$ cat src/rtl/top_level_pkg.sv
// Shared definitions for the nibble-entry calculator.
//   state_t      : entry FSM encoding (ENTER_A=0, ENTER_B=1, SHOW=2)
//   OP_*         : ALU opcodes carried on the MS switches
//   seg7_code()  : hex digit -> active-low 7-seg code {dp,g,f,e,d,c,b,a}, dp always off
package top_level_pkg;

  typedef enum logic [1:0] {
    ENTER_A = 2'd0,
    ENTER_B = 2'd1,
    SHOW    = 2'd2
  } state_t;

  localparam logic [2:0] OP_ADD = 3'b000;
  localparam logic [2:0] OP_SUB = 3'b001;
  localparam logic [2:0] OP_MUL = 3'b010;
  localparam logic [2:0] OP_AND = 3'b011;
  localparam logic [2:0] OP_OR  = 3'b100;
  localparam logic [2:0] OP_XOR = 3'b101;
  localparam logic [2:0] OP_SHL = 3'b110;
  localparam logic [2:0] OP_SHR = 3'b111;

  function automatic logic [7:0] seg7_code(input logic [3:0] d);
    case (d)
      4'h0: seg7_code = 8'hC0;
      4'h1: seg7_code = 8'hF9;
      4'h2: seg7_code = 8'hA4;
      4'h3: seg7_code = 8'hB0;
      4'h4: seg7_code = 8'h99;
      4'h5: seg7_code = 8'h92;
      4'h6: seg7_code = 8'h82;
      4'h7: seg7_code = 8'hF8;
      4'h8: seg7_code = 8'h80;
      4'h9: seg7_code = 8'h90;
      4'hA: seg7_code = 8'h88;
      4'hB: seg7_code = 8'h83;
      4'hC: seg7_code = 8'hC6;
      4'hD: seg7_code = 8'hA1;
      4'hE: seg7_code = 8'h86;
      default: seg7_code = 8'h8E;
    endcase
  endfunction

endpackage

$ cat src/rtl/seg7_decoder.sv
// Hex digit to 7-segment pattern (active-low, dp off).
//   digit in  4  hex value
//   seg   out 8  {dp,g,f,e,d,c,b,a}
module seg7_decoder
  import top_level_pkg::*;
(
  input  logic [3:0] digit,
  output logic [7:0] seg
);

  assign seg = seg7_code(digit);

endmodule

$ cat src/rtl/top_level.sv
// Nibble-entry calculator top. Two 4-bit operands are keyed on Din and
// confirmed with the active-low next button; the 16-bit result of the
// MS-selected operation is shown on four 7-seg digits.
//   clk, clear(async, active-low)  clock / reset
//   next        step button, active-low, asynchronous to clk
//   MS, Din     opcode / operand switches
//   level       chain select, used on the press that leaves SHOW
//   EDL1..3     combinational echoes of Din, level, MS
//   EDL4        flag of last executed operation
//   Done_out    high while showing a result
//   LED0..3     7-seg of result nibbles (LED0 = bits 3:0)
//   HEX4        7-seg of MS
module top_level
  import top_level_pkg::*;
(
  input  logic       clk,
  input  logic       clear,
  input  logic       next,
  input  logic [2:0] MS,
  input  logic [3:0] Din,
  input  logic       level,
  output logic [3:0] EDL1,
  output logic       EDL2,
  output logic [2:0] EDL3,
  output logic       EDL4,
  output logic       Done_out,
  output logic [7:0] LED0,
  output logic [7:0] LED1,
  output logic [7:0] LED2,
  output logic [7:0] LED3,
  output logic [7:0] HEX4
);

  localparam int NUM_DIGITS = 4;

  state_t      state, state_n;
  logic [15:0] a, b, r;
  logic        sync1, sync2, sync_q;
  logic        press;
  logic        ld_a, ld_b, chain;
  logic [15:0] op_b, alu_res;
  logic        alu_flag;
  logic [16:0] sum;
  logic [31:0] prod, shl_w, shr_w;

  // Button synchronizer plus edge history; all idle at 1 (released) so a
  // button already held at reset release does not count as a press.
  always_ff @(posedge clk or negedge clear) begin
    if (!clear) begin
      sync1  <= 1'b1;
      sync2  <= 1'b1;
      sync_q <= 1'b1;
    end else begin
      sync1  <= next;
      sync2  <= sync1;
      sync_q <= sync2;
    end
  end

  assign press = sync_q & ~sync2;

  always_comb begin
    state_n = state;
    ld_a    = 1'b0;
    ld_b    = 1'b0;
    chain   = 1'b0;
    if (press) begin
      case (state)
        ENTER_A: begin state_n = ENTER_B; ld_a = 1'b1; end
        ENTER_B: begin state_n = SHOW;    ld_b = 1'b1; end
        SHOW: begin
          if (level) begin state_n = ENTER_B; chain = 1'b1; end
          else       state_n = ENTER_A;
        end
        default: state_n = ENTER_A;
      endcase
    end
  end

  // The result is computed in the same clock B is captured, so the ALU
  // sees the switch value directly on that press.
  assign op_b = ld_b ? {12'b0, Din} : b;

  always_comb begin
    sum      = {1'b0, a} + {1'b0, op_b};
    prod     = 32'(a) * 32'(op_b);
    // Widened shifts: the bits pushed out land in the spare half.
    shl_w    = {16'b0, a} << op_b[3:0];
    shr_w    = {a, 16'b0} >> op_b[3:0];
    alu_res  = '0;
    alu_flag = 1'b0;
    case (MS)
      OP_ADD: begin alu_res = sum[15:0];   alu_flag = sum[16];       end
      OP_SUB: begin alu_res = a - op_b;    alu_flag = (a < op_b);    end
      OP_MUL: begin alu_res = prod[15:0];  alu_flag = |prod[31:16];  end
      OP_AND: alu_res = a & op_b;
      OP_OR:  alu_res = a | op_b;
      OP_XOR: alu_res = a ^ op_b;
      OP_SHL: begin alu_res = shl_w[15:0];  alu_flag = |shl_w[31:16]; end
      default: begin alu_res = shr_w[31:16]; alu_flag = |shr_w[15:0]; end
    endcase
  end

  always_ff @(posedge clk or negedge clear) begin
    if (!clear) begin
      state <= ENTER_A;
      a     <= '0;
      b     <= '0;
      r     <= '0;
      EDL4  <= 1'b0;
    end else begin
      state <= state_n;
      if (ld_a)  a <= {12'b0, Din};
      if (chain) a <= r;
      if (ld_b) begin
        b    <= op_b;
        r    <= alu_res;
        EDL4 <= alu_flag;
      end
    end
  end

  assign Done_out = (state == SHOW);
  assign EDL1     = Din;
  assign EDL2     = level;
  assign EDL3     = MS;

  logic [NUM_DIGITS-1:0][7:0] led_seg;

  for (genvar i = 0; i < NUM_DIGITS; i++) begin : g_led
    seg7_decoder u_dec (
      .digit (r[4*i +: 4]),
      .seg   (led_seg[i])
    );
  end

  seg7_decoder u_hex4 (
    .digit ({1'b0, MS}),
    .seg   (HEX4)
  );

  assign LED0 = led_seg[0];
  assign LED1 = led_seg[1];
  assign LED2 = led_seg[2];
  assign LED3 = led_seg[3];

endmodule

$ cat config.mk
export PLATFORM = sky130hd
export DESIGN_NAME = top_level
export DESIGN_NICKNAME = d
export VERILOG_FILES = /design/src/rtl/top_level_pkg.sv /design/src/rtl/seg7_decoder.sv /design/src/rtl/top_level.sv
export SDC_FILE = /design/constraint.sdc
export NUM_CORES = 1
export LEC_CHECK = 0
export CAP_MARGIN = 20
export CORE_MARGIN = 3
export CORE_UTILIZATION = 29
export DETAILED_ROUTE_END_ITERATION = 12
export PLACE_DENSITY = 0.43
export SKIP_LAST_GASP = 1
export SYNTH_ARGS = -nofsm -noshare
export SYNTH_HDL_FRONTEND = slang
export SYNTH_HIERARCHICAL = 1
export SYNTH_SLANG_ARGS = --single-unit
$ cat constraint.sdc
create_clock -name clk -period 7 [get_ports clk]
set_input_delay 1.75 -clock clk [delete_from_list [all_inputs] [get_ports clk]]
set_output_delay 1.75 -clock clk [all_outputs]
set_load 0.02 [all_outputs]
==> summary.txt, run 1 <==
Logic synthesis
  – Yosys top cell area share: 24.61%
  – Post-Syn Area: 15940 µm²
  – Avg Inst Size Synth: 8.080 µm²
  – Synth cell types: 92
  – FFs w/ async S/R, synth: 100.0%
  – Seq cells post-synth: 54
  – Post-synth top area cell: fa_1
  – Syn Inst Count: 1973
  – Most frequent cell after synthesis: inv_1
  – Synthesis Warnings: 6
  – Post-synthesis sequential area ratio: 8.500%
  – Post-synth EDFFs: 0
  – Most frequent cells after synthesis: inv_1, nand2_1, nor2_1
  – Top_reg_cell synth: dfrtp_1
  – Main area contributors after synthesis: fa_1, ha_1, dfrtp_1

Die
  – Die Y: 240.5 µm
  – DIE WIDTH: 240.5 µm
  – Core area: 54130 µm²
  – Die area: 57820 µm²
  – Row cnt: 85
  – # IOs: 61
  – Initial Util: 29.45%

Timing
  – Final Skew: 26.08 ps
  – Min Hold Slack: 359.6 ps
  – Final period util: 105.7%
  – Slew Limit Fails: 0
  – Fin crit period: 7401 ps
  – Final WS setup: -400.6 ps
  – Final Hold Viols: 0
  – Fmax: 0.1351 GHz
  – Worst Tran Pin Value: 967.7 ps
  – Final setup violation count: 4
  – RSZ-0062 raised after global routing: yes
  – Relative slew slack: 35.49%

Setup path
  – Critical path data arrival time: 7630 ps
  – Critical path peak fanout: 5
  – Crit-path slowest cell: fa_1
  – Critical Path End: EDL4
  – CP Cell Sequence: buf_6, mux2_4, buf_6, nand2_1, fa_1, fa_1, fa_1, inv_1, fa_1, fa_1, inv_1, fa_1, inv_1, ha_4, a21o_1, a221o_1, buf_4, nor3_1, a21o_1, a21oi_1, nor4_1, o21ai_1, nor4_2, a31oi_1
  – Critical path endpoint category: flop
  – CP Class: in2reg
  – CP most frequent cell: fa_1
  – CP bufs+invs: 6
  – CP max stage delay: 520 ps
  – Origin of the worst setup path: Din[1]
  – Critical Path Stages: 24
  – CP Launch Type: primary input
  – R2R setup slack: 50 ps
  – Top delay family on crit path: adder cells
  – Reg2reg start: sync_q
  – Data required time of the critical path: 7230 ps
  – Depth of the most critical reg-to-reg path: 26
  – Reg-to-Reg End: EDL4

Global route
  – First-pass GRT wire length: 98770 µm
  – Initial antenna violation count: 1
  – Pin count of the biggest net entering global routing: 55
  – Total GRT Usage: 22.91%
  – Vias in the first global route: 15402
  – GRT overflow: 0

Drt
  – Vias/cell: 5.201
  – Routed vias: 14885
  – Routed wire per std cell: 22.72 µm
  – Routed Antenna Nets: 0
  – Total wire length: 65030 µm
  – Drt first pass iters: 5
  – DR DRC count: 0
  – Initial drt markers: 1055

Cells and area
  – Final Util: 35.78%
  – Final net count: 2560
  – Fillcell total: 5734
  – # diodes: 0
  – Layout cells sized above 1: 17.22%
  – Fin cells: 2862
  – Area grow syn2layout: 21.51%

Run
  – MaxCap Viol Count: 0

Run status
  – Outcome: complete, but fails checks
  – Failing checks: setup timing

Clocking
  – Max Root-Sink Buffers: 2
  – Worst-Skew Late Latency: 350 ps
  – CTS tree: yes
  – CTS Buf Count: 5
  – H-tree depth: 2
  – Clk root buf: clkbuf_16
  – CTS sink count: 54
  – Clock slew at reported path FFs: 110 ps

Placed design
  – IO Port Bufs: 55
  – Placement Setup Slack: -1314 ps
  – Cell count after placement: 2841
  – Placed wire-length estimate: 53390 µm
  – Routability cong.: 0.9796

Power
  – Leakage: 0.008904 µW
  – Pwr dens: 263.5 nW/µm²
  – Peak VDD IR: 0.1468 mV
  – Tot Pwr: 5104 µW

Hold path
  – Type of the most critical hold path: reg2reg
-- worst reg2reg max path, stage by stage, from the launching register on --
cell	delay, ps
dfstp_2	540
nand4bb_2	130
buf_12	180
and2_1	170
inv_1	190
buf_4	250
nor2_1	80
fa_1	530
inv_1	60
fa_1	560
fa_2	450
fa_1	520
inv_1	60
fa_1	480
inv_1	60
fa_1	400
inv_1	120
ha_4	220
o21a_1	160
o211ai_1	280
nor4_1	80
a211o_1	290
a21bo_1	220
a2111oi_4	310
o2111ai_2	150
nor4_2	240
a31oi_1	110
-- logic make-up (layout without fill, tap and decap cells) --
logic type | count (synthesis) | count (layout) | synth area share (%)
flops | 54 | 54 | 8.500
compound gates | 396 | 396 | 16.87
buf+inv | 416 | 607 | 10.89
other cells | 6 | 8 | 0.1413
xor+xnor | 31 | 31 | 1.703
mux | 72 | 72 | 5.196
simple gates | 614 | 614 | 17.33
fa+ha+maj | 384 | 384 | 39.37
-- registers in the layout, summed over array words and instances (netlist names) --
signal and cells:
sync2 1, b 16, state 2, sync1 1
a 16, r 16, EDL4 1, sync_q 1
-- how the worst min path moves through the flow --
stage	endpoint	slack, ps	startpoint	depth (start not counted)
global placement	sync2	350	sync1	0
global route	sync2	360	sync1	0
floorplan	sync2	350	sync1	0
CTS	sync2	360	sync1	0
detailed placement	sync2	350	sync1	0
finish	sync2	360	sync1	0
-- per-stage QoR --
stage / TNS (ps) / area, µm²
after floorplan: -543.9 / 16060
after global placement: -7531 / 18760
after detailed placement: -7830 / 18760
after CTS: -1125 / 19230
after global routing: -1831 / 19370
final: -1070 / 19370
-- area by class of cell --
cell class              instances  area [µm²]  share of cell area [%]
flip-flops and latches         54        1355                   6.996
well taps                     696       870.8                   4.496
clock buffers                   5       125.1                  0.6460
repair buffers                309        2639                   13.62
inverters                     290        1094                   5.646
multi-input cells            1505       13260                   68.45
clock inverters                 3       28.78                  0.1486
-- timing repair --
item                                    CTS  global route
hold buffers                              0             0
endpoints found under the setup margin    9             7
pin swaps                                30            27
setup buffers                            12             3
gates resized for setup                  63            28
-- power breakdown --
group	internal, µW	leakage (µW)	switching, µW
Sequential	397	0.000682	278
Clock	138	0.0000759	170
Combinational	1740	0.00815	2380
-- cell usage in the layout, fill, tap and decap left out, types with 50 or more instances in the layout --
| master | Yosys | layout |
|---|---|---|
| ha_1 | 188 | 181 |
| mux2i_1 | 54 | 54 |
| dfrtp_1 | 51 | 51 |
| o21ai_0 | 64 | 58 |
| fa_1 | 196 | 189 |
| inv_1 | 270 | 266 |
| a21oi_1 | 98 | 93 |
| clkdlybuf4s50_1 | 0 | 50 |
| nor2_1 | 204 | 203 |
| nand2_1 | 236 | 224 |
| buf_4 | 14 | 232 |
-- routing by layer --
metal,part of all wire (%),wire length [µm],GRT usage [%],vias to the layer above
li1,-,-,-,6900
met1,44,28520,30.03,7421
met2,47,30650,38.32,448
met3,4.0,2582,2.111,114
met4,5.0,3261,10.42,2
met5,0.020,13,0,-
No activity file was read; power rests on OpenSTA's default activity.
==> run 2: changes to the inputs <==
Settings changed: RECOVER_POWER from default to 50.
==> run 2 against run 1 <==
Net effect:
- the flow finishes with violations (capacitance limit, slew limit, setup timing)
- sequential cell count stayed put
- global-route usage did not move
- routed wire length about the same
- utilization about the same
- largest cell class unchanged
- largest power group unchanged
==> summary.txt, run 2 (synthesis results as in run 1) <==
Clocking
  – Max Root-Sink Buffers: 2
  – Worst-Skew Late Latency: 350 ps
  – CTS hold repair buffers: 0
  – Clock slew at reported path FFs: 110 ps
  – CTS sink count: 54
  – H-tree depth: 2
  – Clk root buf: clkbuf_16
  – CTS tree: yes
  – CTS Buf Count: 5

Global route
  – Initial antenna violation count: 1
  – Vias in the first global route: 15402
  – GRT overflow: 0
  – First-pass GRT wire length: 98770 µm
  – Pin count of the biggest net entering global routing: 55
  – Total GRT Usage: 22.91%

Cells and area
  – # diodes: 0
  – Most frequent cells in the layout: inv_1, buf_4, nand2_1
  – Final net count: 2560
  – Largest regs: a x16, b x16, r x16
  – Final Util: 35.76%
  – Area grow syn2layout: 21.43%
  – Layout cells sized above 1: 17.04%
  – Commonest non-fill, non-tap cell in the layout: inv_1

Placed design
  – Routability cong.: 0.9796
  – Placed wire-length estimate: 53390 µm
  – IO Port Bufs: 55

Timing
  – Worst Tran Pin Value: 3515 ps
  – Final setup violation count: 4
  – Slew Limit Fails: 55
  – RSZ-0062 raised after global routing: yes
  – Fmax: 0.1351 GHz
  – Final Hold Viols: 0
  – Final Skew: 26.23 ps
  – Fin crit period: 7403 ps
  – Final period util: 105.8%
  – Final WS setup: -403.1 ps
  – Min Hold Slack: 359.7 ps
  – Relative slew slack: -134.3%

Power
  – Clock share of power: 6.0%
  – Pwr dens: 263.4 nW/µm²
  – Seq pwr share: 13.2%
  – Peak VDD IR: 0.1468 mV
  – Switching pwr: 2824 µW
  – Combinational power share: 80.7%
  – Pint: 2276 µW
  – Leakage: 0.008887 µW
  – Switch share: 55.37%

Drt
  – Total wire length: 64990 µm
  – Initial drt markers: 1053
  – Met1 WL: 28480 µm
  – Drt first pass iters: 5
  – Vias/cell: 5.196
  – Routed vias: 14871
  – DR DRC count: 0
  – Routed Antenna Nets: 0
  – WL met3: 2676 µm
  – Routed wire per std cell: 22.71 µm
  – Routed wl met2: 30630 µm
  – Top routing layer in use: met5

Die
  – # IOs: 61
  – Die Y: 240.5 µm
  – Core area: 54130 µm²
  – DIE WIDTH: 240.5 µm
  – Row cnt: 85
  – Initial Util: 29.45%
  – Die area: 57820 µm²

Run
  – MaxCap Viol Count: 1

Hold path
  – Hold wc startpoint: sync1
  – Type of the most critical hold path: reg2reg

Setup path
  – CP Class: in2reg
  – Origin of the worst setup path: Din[1]
  – CP Launch Type: primary input
  – Critical path data arrival time: 7630 ps
  – Reg2reg start: sync_q
  – Critical path endpoint category: flop
  – Data required time of the critical path: 7230 ps
  – Critical path peak fanout: 5

Run status
  – Outcome: complete, but fails checks
  – Failing checks: capacitance limit, slew limit, setup timing
run 2: cell types whose count changed in the layout (fill, tap and decap cells not counted), sizes merged:
cell,delta
buf,-5
clkdlybuf4s50,-1
clkbuf,+5
dlygate4sd3,+1
run 2: area by class of cell:
type                       instances  area [µm²]
timing repair buffer             309        2628
fill                            5740       34770
tap                              696       870.8
sequential                        54        1355
clock buffer                       5       125.1
clock inverter                     3       28.78
multi-input combinational       1505       13260
inverter                         290        1094
run 2: per-stage QoR:
stage	setup WS [ps]	setup TNS (ps)	std cells	area, µm²	power (µW)
floorplan	-543.9	-543.9	1975	16060	3073
global placement	-1284	-7531	2841	18760	4589
CTS	-560.9	-1125	2860	19230	5049
finish	-403.1	-1090	2862	19360	5100
detailed placement	-1314	-7830	2841	18760	4598
global route	-655.9	-1831	2862	19360	5491
run 2: path summary, 6_finish.rpt:
kind	endpoint	slack [ps]	cells after the start
setup / recovery	EDL4	-400	24
hold / removal	sync2	360	0
setup reg to reg	EDL4	50	26
hold reg to reg	sync2	360	0
max in group asynchronous	a[8]	2310	2
min in group asynchronous	EDL4	2690	2
run 2: what timing repair did:
| item | CTS | global route |
|---|---|---|
| setup buffers | 12 | 3 |
| pin swaps | 30 | 27 |
| hold endpoints to repair | 0 | 0 |
| setup endpoints to repair | 9 | 7 |
| resized for setup | 63 | 28 |
run 2: layer usage:
layer,GRT usage (%),up-vias
met3,2.111,112
met5,0,-
met4,10.42,2
li1,-,6903
met2,38.32,463
met1,30.03,7391
run 2: critical path, cell delays in order:
cell and delay (ps):
buf_6 90, mux2_4 320, buf_6 150, nand2_1 80
fa_1 470, fa_1 460, fa_1 510, inv_1 60
fa_1 450, fa_1 510, inv_1 50, fa_1 520
inv_1 90, ha_4 240, a21o_1 170, a221o_1 390
buf_4 150, nor3_1 150, a21o_1 180, a21oi_1 90
nor4_1 260, o21ai_1 120, nor4_2 280, a31oi_1 110
run 2: power groups by stage:
stage          Sequential (µW)  Combinational [µW]  Clock, µW
2_1_floorplan              509                2560          0
3_3_place_gp               679                3910          0
3_5_place_dp               680                3920          0
4_1_cts                    675                4060        317
5_1_grt                    703                4460        331
6_report                   675                4120        308
==> run 3: changes to the inputs <==
Settings changed: CORE_UTILIZATION 29 to 45, PLACE_DENSITY 0.43 to 0.62, SKIP_CTS_REPAIR_TIMING from default to 1.
==> run 3 against run 2 <==
Net effect:
- the flow still finishes with violations (capacitance limit, slew limit, setup timing)
- sequential share of layout area up 0.30 points
- die area down 35%
- sequential power is 2% higher
- count of clock-buffer cells in the layout unchanged
- clock skew shrank 1.1 ps
- cell count decreased by 10%
- critical endpoint unchanged
- largest cell class unchanged
- largest power group unchanged
==> summary.txt, run 3 (synthesis results as in run 1) <==
Die
  – Core area: 34710 µm²
  – Die area: 37720 µm²
  – # IOs: 61
  – Row cnt: 68
  – Initial Util: 45.92%
  – Die Y: 194.2 µm
  – DIE WIDTH: 194.2 µm

Placed design
  – Placed wire-length estimate: 46600 µm
  – Placement Setup Slack: -1241 ps
  – Placed Area: 17960 µm²
  – Routability cong.: 1.038
  – IO Port Bufs: 55

Global route
  – Pin count of the biggest net entering global routing: 55
  – Initial antenna violation count: 1
  – First-pass GRT wire length: 89680 µm
  – GRT overflow: 0
  – Total GRT Usage: 30.32%
  – Vias in the first global route: 15168

Cells and area
  – Final Instance Area: 18550 µm²
  – Commonest non-fill, non-tap cell in the layout: inv_1
  – Largest regs: a x16, b x16, r x16
  – Most frequent cells in the layout: inv_1, nand2_1, nor2_1
  – Area grow syn2layout: 16.37%
  – Final net count: 2510
  – Layout cells sized above 1: 15.45%
  – Fillcell total: 3318
  – # diodes: 0

Timing
  – Final Skew: 25.17 ps
  – Final Hold Viols: 0
  – Final period util: 107.6%
  – Fin crit period: 7535 ps
  – RSZ-0062 raised after global routing: yes
  – Fmax: 0.1327 GHz
  – Relative slew slack: -120.0%
  – Final WS setup: -535.5 ps
  – Slew Limit Fails: 55
  – Final setup violation count: 3
  – Worst Tran Pin Value: 3300 ps
  – Sum Neg Setup Slack: -920.3 ps

Hold path
  – Hold wc startpoint: sync1
  – Type of the most critical hold path: reg2reg

Power
  – Peak VDD IR: 0.2792 mV
  – Combinational power share: 80.2%
  – Switching pwr: 2744 µW
  – Leakage: 0.008569 µW
  – Pint: 2245 µW
  – Switch share: 55.00%
  – Tot Pwr: 4989 µW
  – Pwr dens: 268.9 nW/µm²
  – Clock share of power: 6.0%
  – Seq pwr share: 13.8%

Drt
  – Routed vias: 15011
  – DR DRC count: 0
  – Vias/cell: 5.839
  – Initial drt markers: 1401
  – Routed Antenna Nets: 0
  – Total wire length: 57430 µm
  – Drt first pass iters: 6
  – Routed wire per std cell: 22.34 µm

Setup path
  – CP Launch Type: primary input
  – Depth of the most critical reg-to-reg path: 24
  – R2R setup slack: -90 ps
  – Critical Path End: EDL4
  – CP max stage delay: 580 ps
  – Critical path endpoint category: flop
  – CP bufs+invs: 5
  – CP Class: in2reg
  – Critical path peak fanout: 6
  – Top delay family on crit path: adder cells
  – Reg-to-Reg End: EDL4
  – Crit-path slowest cell: fa_1
  – Data required time of the critical path: 7210 ps
  – Critical Path Stages: 23
  – Critical path data arrival time: 7750 ps
  – Origin of the worst setup path: Din[2]
  – CP Cell Sequence: buf_8, mux2_4, buf_6, nand2_2, fa_1, fa_2, inv_2, fa_1, fa_2, fa_1, inv_2, fa_1, inv_2, ha_4, and3_4, a221o_1, or4_1, o21ai_1, nor2_1, nor4_2, nand4b_1, nor4_2, a31oi_1
  – CP most frequent cell: fa_1
  – Reg2reg start: sync2

Clocking
  – CTS Buf Count: 5
  – H-tree depth: 2
  – CTS sink count: 54
  – Worst-Skew Late Latency: 340 ps
  – Clock slew at reported path FFs: 110 ps
  – Max Root-Sink Buffers: 2
  – CTS tree: yes
  – Clk root buf: clkbuf_16

Run status
  – Failing checks: capacitance limit, slew limit, setup timing
  – Outcome: complete, but fails checks

Run
  – MaxCap Viol Count: 1
## run 3: cell types whose count changed in the layout (fill, tap and decap cells not counted), sizes merged
cell	previous run	this run
buf	254	204
## run 3: worst min path at each step
stage            end  cells after the start
2_1_floorplan  sync2                      0
3_3_place_gp   sync2                      0
3_5_place_dp   sync2                      0
4_1_cts        sync2                      0
5_1_grt        sync2                      0
6_report       sync2                      0
## run 3: metal layers
metal	GRT usage (%)	wire, µm	part of all wire, %	up-vias
met5	0	0	0	-
met4	15.51	3365	5.9	0
met3	2.363	3911	6.8	160
met2	50.14	26810	47	729
met1	40.05	23350	41	7322
li1	-	-	-	6800
## run 3: per-stage QoR
| step | std cells | util [%] | hold slack, ps |
|---|---|---|---|
| final | 2571 | 53.44 | 366.1 |
| after global placement | 2551 | 51.74 | 346.8 |
| after CTS | 2559 | 52.19 | 361.5 |
| after global routing | 2571 | 53.44 | 368.4 |
| after floorplan | 1975 | - | 345.2 |
| after detailed placement | 2551 | 51.74 | 349.1 |
## run 3: power groups by stage
stage	Clock (µW)	Combinational, µW	Sequential, µW
after floorplan	0	2560	509
after global placement	0	3730	679
after detailed placement	0	3750	685
after CTS	302	3780	680
after global routing	316	4310	705
final	299	4000	688
## run 3: area by class of cell
class | instances | area, µm² | area share (%)
multi-input cells | 1505 | 13260 | 71.48
repair buffers | 259 | 2120 | 11.43
flip-flops and latches | 54 | 1355 | 7.304
inverters | 290 | 1094 | 5.895
well taps | 455 | 569.3 | 3.069
clock buffers | 5 | 125.1 | 0.6744
clock inverters | 3 | 28.78 | 0.1551
## run 3: worst register-to-register path, cell delays in order, from the launching register on
cell       delay [ps]
dfstp_1           550
nand4bb_2         180
buf_12            170
clkbuf_1          280
and2_1            210
buf_4             200
nand2_1           100
fa_1              520
fa_1              590
fa_1              460
fa_1              560
fa_1              460
fa_1              500
inv_1              40
ha_1              280
buf_4             170
a21oi_2           150
nor2_1             80
or4_1             460
o21ai_1           130
nor2_1             60
nor4_2            320
nand4b_1          160
nor4_2            240
a31oi_1           110
==> RTL edit 1: new RTL, config.mk and constraints of run 2 <==
Remove the case item `OP_SUB` of the case on `MS`.
--- a/src/rtl/top_level.sv
+++ b/src/rtl/top_level.sv
@@ -91,7 +91,6 @@
     alu_flag = 1'b0;
     case (MS)
       OP_ADD: begin alu_res = sum[15:0];   alu_flag = sum[16];       end
-      OP_SUB: begin alu_res = a - op_b;    alu_flag = (a < op_b);    end
       OP_MUL: begin alu_res = prod[15:0];  alu_flag = |prod[31:16];  end
       OP_AND: alu_res = a & op_b;
       OP_OR:  alu_res = a | op_b;
Function: changed (Yosys sat finds a counterexample within 10 cycles, from zero or initial values).
==> RTL edit 1 against run 2 <==
The run still ends with capacitance limit, slew limit, setup timing left; via count shrank 5.4%; utilization increased by 1.2 points; synthesized area decreased by 5.8%; sequential share of layout area grew 0.24 points; first-iteration DRC count rose by 9.6%; sequential cell count did not move; maximum frequency decreased by 3.3%; setup slack lost 0.26 ns; power down 12%; clock power fell by 4%; count of clock-buffer cells in the layout increased by 1; final area decreased by 3.3%; routed wire length is 9.2% lower; largest cell class unchanged.
==> RTL edit 1: results (changes against run 2) <==
| Metric | Value |
|---|---|
| Sw Share | 0.5403 (-0.01342) |
| Non-CTS buffers | 343 (+11%) |
| Post-synth top cells | inv_1, nand2_1, nor2_1, fa_1, ha_1 |
| H-tree levels | 2 (unchanged) |
| Fraction of area in multi-input gates | 0.6660 (-0.01883) |
| GRT Total Usage | 0.2188 (-0.01034) |
| Crit path DAT | 7.83 ns (+0.20 ns) |
| Combinational share of power | 0.789 (-0.018) |
| Clock Pin Slew Worst Setup and Hold Paths | 0.08 ns (-0.03 ns) |
| Outcome | finished with violations |
| Leakage Power | 0.008602 uW (-3.2%) |
| Nets | 2461 (-3.9%) |
| Max Clock Skew | 0.008515 ns (-0.01772 ns) |
| Routed met2 length | 26610 um (-13%) |
| Setup WS post-layout | -0.6587 ns (-0.2556 ns) |
| Multi-input gate count | 1398 (-7.1%) |
| Sequential power | 648 uW (-4.0%) |
| Iteration-0 DRC Markers | 1154 (+9.6%) |
| Final RePlAce weighted congestion | 0.9670 (-1.3%) |
| Syn Inst Count | 1850 (-6.2%) |
| Final TNS setup | -0.9407 ns (+0.1494 ns) |
| M1 WL | 27980 um (-1.8%) |
| DR pass1 iterations | 6 (+1) |
| Layout Cells excl Fill | 2756 (-3.7%) |
| Setup violations, final | 2 (-2) |
| Adder-cell share of the synthesized area | 0.4033 (+0.009610) |
| Global-route wire length before repair | 90420 um (-8.5%) |
| Wirelength, routed | 58990 um (-9.2%) |
| Reg-to-reg startpoint | sync2 |
| Synth Area in Compound Gates | 0.1602 (-0.008510) |
| Worst Setup SP | Din[2] |
| Global routing usage on met3 | 0.01622 (-0.004886) |
| Synth top area cells | fa_1, ha_1, dfrtp_1, inv_1, nand2_1 |
| Worst Tran Pin Value | 3.064 ns (-0.4507 ns) |
| Register area share after synthesis | 0.09024 (+0.005241) |
| Peak VDD IR | 0.1413 mV (-3.8%) |
| Routed via count | 14.07k (-5.4%) |
| Violated checks | capacitance limit, slew limit, setup timing |
| Max Cap Violations | 1 (unchanged) |
| CP max stage cell | fa_2 |
| NonClk Buf Share | 0.1511 (+0.01542) |
| Sequential cell area share | 0.07240 (+0.002401) |
| Synth Area in XOR/XNOR | 0.01575 (-0.001283) |
| Worst skew pair latency | 0.31 ns (-0.04 ns) |
| Slew Viols, Final | 55 (unchanged) |
| Met2 track utilization from global routing | 0.3493 (-0.03394) |
| Clock network area share | 0.008891 (+0.0009412) |
| Internal reg-to-reg setup slack | -0.48 ns (-0.53 ns) |
| Met3 Wirelength | 3314 um (+24%) |
-- RTL edit 1: cell types whose count changed in the layout (fill, tap and decap cells not counted), sizes merged, moves of 6 or more --
cell,run 2,this run
a21oi,98,78
buf,254,288
ha,188,172
inv,277,267
nand2,238,224
nand3,25,19
nor2,205,199
o211ai,15,7
o21bai,11,3
o221ai,4,10
xnor2,21,13
-- RTL edit 1: through the flow --
stage	area, um^2	power (uW)	util	hold WS [ns]	worst slack (ns)
after detailed placement	18110	3974	0.3573	0.3475	-1.615
after global placement	18110	3992	0.3573	0.3467	-1.587
after CTS	18640	4430	0.3677	0.3583	-0.7224
final	18720	4477	0.3693	0.3634	-0.6587
after global routing	18720	4797	0.3693	0.3648	-0.8588
after floorplan	15150	2574	-	0.3452	-0.6226
-- RTL edit 1: what timing repair did --
action / CTS / global route
cloned: 1 / 0
resized for setup: 84 / 21
setup buffers: 10 / 3
pin swaps: 52 / 20
setup endpoints to repair: 9 / 9
hold endpoints to repair: 0 / 0
